**config.mk**
```make
export PLATFORM = sky130hd
export DESIGN_NAME = ifu_fetch_way1
export DESIGN_NICKNAME = d
export VERILOG_FILES = /design/src/rtl/ifu_fetch_way1.sv
export SDC_FILE = /design/constraint.sdc
export NUM_CORES = 1
export LEC_CHECK = 0
export CAP_MARGIN = 10
export CORE_UTILIZATION = 50
export DETAILED_ROUTE_END_ITERATION = 6
export GPL_TIMING_DRIVEN = 0
export PLACE_DENSITY = 0.74
export SLEW_MARGIN = 20
export SYNTH_ARGS = -nofsm -noshare
export SYNTH_HDL_FRONTEND = slang
export SYNTH_SLANG_ARGS = --single-unit
```
**constraint.sdc**
```tcl
create_clock -name clk -period 2.5 [get_ports clk]
set_clock_uncertainty 0.2 [all_clocks]
set_input_delay 0.5 -clock clk [delete_from_list [all_inputs] [get_ports clk]]
set_output_delay 0.5 -clock clk [all_outputs]
set_load 0.02 [all_outputs]
```
**src/rtl/ifu_fetch_way1.sv**
```systemverilog
// Way1 instruction fetch: takes PC-unit fetch requests, issues one single-beat bus read at a time,
// and queues {pc, inst} pairs for way1 decode. A jump flushes the queue and discards any in-flight read.
// Latency: accept -> instValid_o is 3 cycles minimum (grant and rvalid each one cycle after request).
// Backpressure: ready_o is low while a fetch is in flight, while the queue is full, or during a jump.
// Ports:
//   PC unit : request_i, valid_i, instAddr_i in; ready_o, dataOk_o out; jumpFlag_i redirect/flush.
//   Bus     : busReq_o, busAddr_o out; busGnt_i, busRvalid_i, busRdata_i in.
//   Decode  : instValid_o, inst_o, pc_o out (queue head); decReady_i pops the head.
module ifu_fetch_way1 #(
  parameter int DEPTH  = 4,
  parameter int ADDR_W = 32,
  parameter int INST_W = 32
) (
  input  logic              clk,
  input  logic              reset_n,
  input  logic              request_i,
  input  logic              valid_i,
  input  logic [ADDR_W-1:0] instAddr_i,
  output logic              ready_o,
  output logic              dataOk_o,
  input  logic              jumpFlag_i,
  output logic              busReq_o,
  output logic [ADDR_W-1:0] busAddr_o,
  input  logic              busGnt_i,
  input  logic              busRvalid_i,
  input  logic [INST_W-1:0] busRdata_i,
  output logic              instValid_o,
  output logic [INST_W-1:0] inst_o,
  output logic [ADDR_W-1:0] pc_o,
  input  logic              decReady_i
);

  localparam int PW = $clog2(DEPTH);
  localparam int CW = PW + 1;
  localparam logic [CW-1:0] FULL = CW'(DEPTH);

  localparam logic [1:0] ST_IDLE = 2'd0;
  localparam logic [1:0] ST_REQ  = 2'd1;
  localparam logic [1:0] ST_WAIT = 2'd2;

  logic [1:0]        state_q, state_d;
  logic [ADDR_W-1:0] addr_q, addr_d;
  logic              discard_q, discard_d;
  logic              dataok_q, dataok_d;
  logic [CW-1:0]     count_q, count_d;
  logic [PW-1:0]     rd_ptr_q, rd_ptr_d;
  logic [PW-1:0]     wr_ptr_q, wr_ptr_d;
  logic [INST_W-1:0] inst_mem_q [DEPTH];
  logic [INST_W-1:0] inst_mem_d [DEPTH];
  logic [ADDR_W-1:0] pc_mem_q   [DEPTH];
  logic [ADDR_W-1:0] pc_mem_d   [DEPTH];

  logic accept;
  logic push;
  logic pop;

  // Only one fetch in flight, so checking count at accept time reserves its queue slot.
  assign ready_o     = (state_q == ST_IDLE) && (count_q < FULL) && !jumpFlag_i;
  assign accept      = request_i && valid_i && ready_o;
  assign instValid_o = (count_q != '0);
  // A jump overrides both queue ports in the same cycle.
  assign pop         = instValid_o && decReady_i && !jumpFlag_i;
  assign push        = (state_q == ST_WAIT) && busRvalid_i && !discard_q && !jumpFlag_i;

  assign busReq_o  = (state_q == ST_REQ);
  assign busAddr_o = addr_q;
  assign dataOk_o  = dataok_q;
  assign inst_o    = inst_mem_q[rd_ptr_q];
  assign pc_o      = pc_mem_q[rd_ptr_q];

  always_comb begin
    state_d   = state_q;
    addr_d    = addr_q;
    discard_d = discard_q;
    case (state_q)
      ST_IDLE: begin
        if (accept) begin
          state_d = ST_REQ;
          addr_d  = instAddr_i;
        end
      end
      ST_REQ: begin
        if (jumpFlag_i) begin
          // A grant in the jump cycle still owes us a response; swallow it in WAIT.
          if (busGnt_i) begin
            state_d   = ST_WAIT;
            discard_d = 1'b1;
          end else begin
            state_d = ST_IDLE;
          end
        end else if (busGnt_i) begin
          state_d = ST_WAIT;
        end
      end
      ST_WAIT: begin
        if (busRvalid_i) begin
          state_d   = ST_IDLE;
          discard_d = 1'b0;
        end else if (jumpFlag_i) begin
          discard_d = 1'b1;
        end
      end
      default: state_d = ST_IDLE;
    endcase
  end

  always_comb begin
    dataok_d   = push;
    count_d    = count_q;
    rd_ptr_d   = rd_ptr_q;
    wr_ptr_d   = wr_ptr_q;
    inst_mem_d = inst_mem_q;
    pc_mem_d   = pc_mem_q;
    if (jumpFlag_i) begin
      count_d  = '0;
      rd_ptr_d = '0;
      wr_ptr_d = '0;
    end else begin
      if (push) begin
        inst_mem_d[wr_ptr_q] = busRdata_i;
        pc_mem_d[wr_ptr_q]   = addr_q;
        wr_ptr_d             = wr_ptr_q + 1'b1;
      end
      if (pop) begin
        rd_ptr_d = rd_ptr_q + 1'b1;
      end
      case ({push, pop})
        2'b10:   count_d = count_q + 1'b1;
        2'b01:   count_d = count_q - 1'b1;
        default: count_d = count_q;
      endcase
    end
  end

  always_ff @(posedge clk or negedge reset_n) begin
    if (!reset_n) begin
      state_q   <= ST_IDLE;
      addr_q    <= '0;
      discard_q <= 1'b0;
      dataok_q  <= 1'b0;
      count_q   <= '0;
      rd_ptr_q  <= '0;
      wr_ptr_q  <= '0;
      for (int i = 0; i < DEPTH; i++) begin
        inst_mem_q[i] <= '0;
        pc_mem_q[i]   <= '0;
      end
    end else begin
      state_q    <= state_d;
      addr_q     <= addr_d;
      discard_q  <= discard_d;
      dataok_q   <= dataok_d;
      count_q    <= count_d;
      rd_ptr_q   <= rd_ptr_d;
      wr_ptr_q   <= wr_ptr_d;
      inst_mem_q <= inst_mem_d;
      pc_mem_q   <= pc_mem_d;
    end
  end

  a_no_push_when_full: assert property (@(posedge clk) disable iff (!reset_n)
    !(push && (count_q == FULL)));

endmodule

```
==> key figures <==
Run status
  • Outcome: complete, but fails checks
  • Failing checks: setup timing

Finish
  • Fin nets: 1,050
  • Syn-to-layout area delta: 26.6%
  • Fillers: 1,840
  • Non-Filler Instances: 1,325
  • Fraction of layout cells with a size suffix above 1: 53.5%
  • Commonest non-fill, non-tap cell in the layout: dfrtp_1
  • Sequential Area: 7490 um2
  • Area occupied by multi-input gates: 5170 um2
  • Util after Layout: 65.0%
  • Most frequent cells in the layout: dfrtp_1 (294), mux2_2 (267), clkdlybuf4s50_1 (101), mux4_2 (64), buf_6 (59)

Timing
  • Unrepaired setup endpoints after global routing: yes
  • Final setup fails: 64
  • Min Tclk post-route: 2.71 ns
  • Fmax: 0.369 GHz
  • Final hold violation count: 0
  • Tcrit/Tclk final: 108%
  • Worst-margin pin slew: 0.551 ns
  • Worst Slack Setup Final: -0.210 ns
  • Slew margin rel.: 63.2%
  • Max Slew Vio Count: 0

Drt
  • Post-route DRC violation count: 0
  • Routed Antenna Nets: 0
  • 1st-pass router iterations: 4
  • Via count: 7,340
  • Final wirelength: 27,500 um
  • Vias per cell: 5.54
  • Drt initial violations: 333
  • WL/cell: 20.8 um

Worst setup path
  • Critical Path RT: 1.80 ns
  • Crit-path cells: buf_12 -> buf_12 -> mux4_2 -> buf_2
  • CP Data Arrival Time: 2.01 ns
  • Crit path capture type: primary output
  • Path type of the worst setup path: reg2out
  • Most used cell, CP: buf_12
  • Critical path peak fanout: 10
  • Worst path buffer plus inverter count: 3
  • Crit path max-delay family: multiplexers
  • Setup crit start kind: register
  • Critical path's largest stage delay: 0.53 ns
  • Slowest cell on crit path: mux4_2

Pwr
  • VDD IR max: 734 uV
  • Lkg Pwr: 0.00795 uW
  • Power Density: 828 nW/um2
  • Total power: 13,600 uW

Die
  • Row Count: 58
  • Die height: 163 um
  • Die Area: 26,700 um2
  • Initial Util: 51.3%
  • Width of the die: 163 um
  • I/O Pins: 172
  • CORE AREA: 25,300 um2

GRT
  • Initial antenna violation count: 0
  • Vias in the first global route: 7,937
  • Global-route wire length before repair: 44,000 um
  • Total global-route track usage: 21.3%
  • GRT overflow: 0
  • Largest net degree at the start of global routing: 89

Placed design
  • Port Buffers: 171
  • Gpl congestion: 0.741
  • Pre-CTS setup slack: -0.729 ns
  • Dpl hpwl: 17,600 um
  • Placed cell count: 1,251

Synth
  • Yosys top cell area share: 57.5%
  • Yosys reg bits: 299
  • Syn avg cell area: 17.4 um2
  • Dominant cell type by area after synthesis: dfrtp_1
  • Mapped Cells: 747
  • Top cells by area, synth: dfrtp_1 (58%), mux2_2 (23%), mux4_2 (11%)
  • Mapped Area: 13,000 um2
  • Register area share after synthesis: 57.5%
  • Synth Net Count: 824
  • Netlist cell types: 40
  • YS warnings: 0

Clocking
  • CTS tree: done
  • CTS Sinks: 299
  • Worst skew pair latency: 0.55 ns
  • CTS max path bufs: 3
  • H-tree Lvls: 1
  • CTS root buf: clkbuf_16
  • TritonCTS Buffers: 31
  • Clk slew on worst S/H paths: 0.06 ns

Hold path
  • HP Class: in2reg

Flow run
  • Max-Cap Viols: 0
==> path summary, 6_finish.rpt <==
kind,startpoint,end,slack (ns),cells past startpoint
worst min-delay path,busRvalid_i,state_q[1]$_DFFE_PN0P_,0.14,2
worst min register to register,inst_mem_q[57]$_DFFE_PN0P_,inst_mem_q[57]$_DFFE_PN0P_,0.29,1
worst max-delay path,rd_ptr_q[0]$_DFFE_PN0P_,pc_o[7],-0.21,4
max in group asynchronous,reset_n,pc_mem_q[26]$_DFFE_PN0P_,0.52,4
min in group asynchronous,reset_n,inst_mem_q[78]$_DFFE_PN0P_,0.30,2
worst max register to register,state_q[0]$_DFFE_PN0P_,count_q[2]$_DFFE_PN0P_,0.14,6
==> synth_stat cells <==
library cell,count
buf_6,27
nor3_1,1
xor2_1,2
inv_1,2
o21ai_0,1
nand2b_1,2
nor4_2,1
mux2i_1,1
fa_1,1
o211ai_1,1
a21o_1,1
and3_1,1
nand4bb_4,1
buf_1,2
nand2_1,6
nor2b_1,1
a22o_1,1
a31oi_1,1
buf_2,8
mux2_4,10
nand3b_1,2
o21ba_2,1
o31ai_1,1
or4_1,1
a21oi_1,2
or3_1,1
nor2_8,1
mux4_2,64
nand4b_1,1
xnor2_1,2
nor4bb_1,1
dfrtp_1,299
ha_1,4
nor2_1,5
clkbuf_1,7
mux2_2,267
nand3_1,1
a32oi_1,1
nand2_4,4
mux2_1,11
==> state kept, by name, indices dropped and copies added, names as in the netlist <==
register,flops
inst_mem_q,128
pc_mem_q,128
busAddr_o,32
count_q,3
rd_ptr_q,2
state_q,2
wr_ptr_q,2
dataOk_o,1
discard_q,1
==> repair_timing <==
action / 4_1_cts / 5_1_grt
pin swaps: 0 / 1
gates cloned: 1 / 1
hold buffers: 1 / 0
endpoints found under the hold margin: 70 / 0
gates resized for setup: 359 / 40
setup endpoints to repair: 68 / 67
setup buffers: 9 / 7
==> power breakdown <==
part | switching [uW] | total, uW | internal, uW
clock | 1820 | 4480 | 2670
combinational | 1510 | 3270 | 1760
sequential | 461 | 5880 | 5420
total | 3790 | 13600 | 9840
==> logic make-up after synthesis <==
logic type	after synthesis	share of synthesized area, %
AO/OA/AOI/OAI	10	0.548
XOR/XNOR	4	0.269
adder cells (fa/ha/maj)	5	0.539
buffers and inverters	46	2.96
flip-flops	299	57.5
multiplexers	353	36.4
AND/OR/NAND/NOR	30	1.76
==> stage by stage <==
stage                     area, um2  setup TNS, ns  hold slack, ns
after detailed placement      15200         -57.03           0.277
after floorplan               13000              0         0.00441
after global routing          16500         -14.01           0.159
after CTS                     16300         -10.63           0.290
after global placement        15100       -3739.35           0.271
final                         16500         -10.23           0.139
==> final cells by class <==
| type | count | area share [%] |
|---|---|---|
| clock inverters | 3 | 0.266 |
| repair buffers | 193 | 11.3 |
| diodes | 1 | 0.0152 |
| clock buffers | 51 | 5.78 |
| plain buffers | 44 | 3.26 |
| flip-flops and latches | 299 | 45.5 |
| multi-input cells | 402 | 31.4 |
| inverters | 2 | 0.0456 |
| well taps | 330 | 2.51 |
==> per-layer routing <==
metal / share of wire [%] / global-route usage [%]
met1: 44 / 29.5
met2: 49 / 35.1
met3: 4.6 / 4.14
met4: 1.6 / 4.08
met5: 0 / 0
Power figures use the tool's default switching activity.
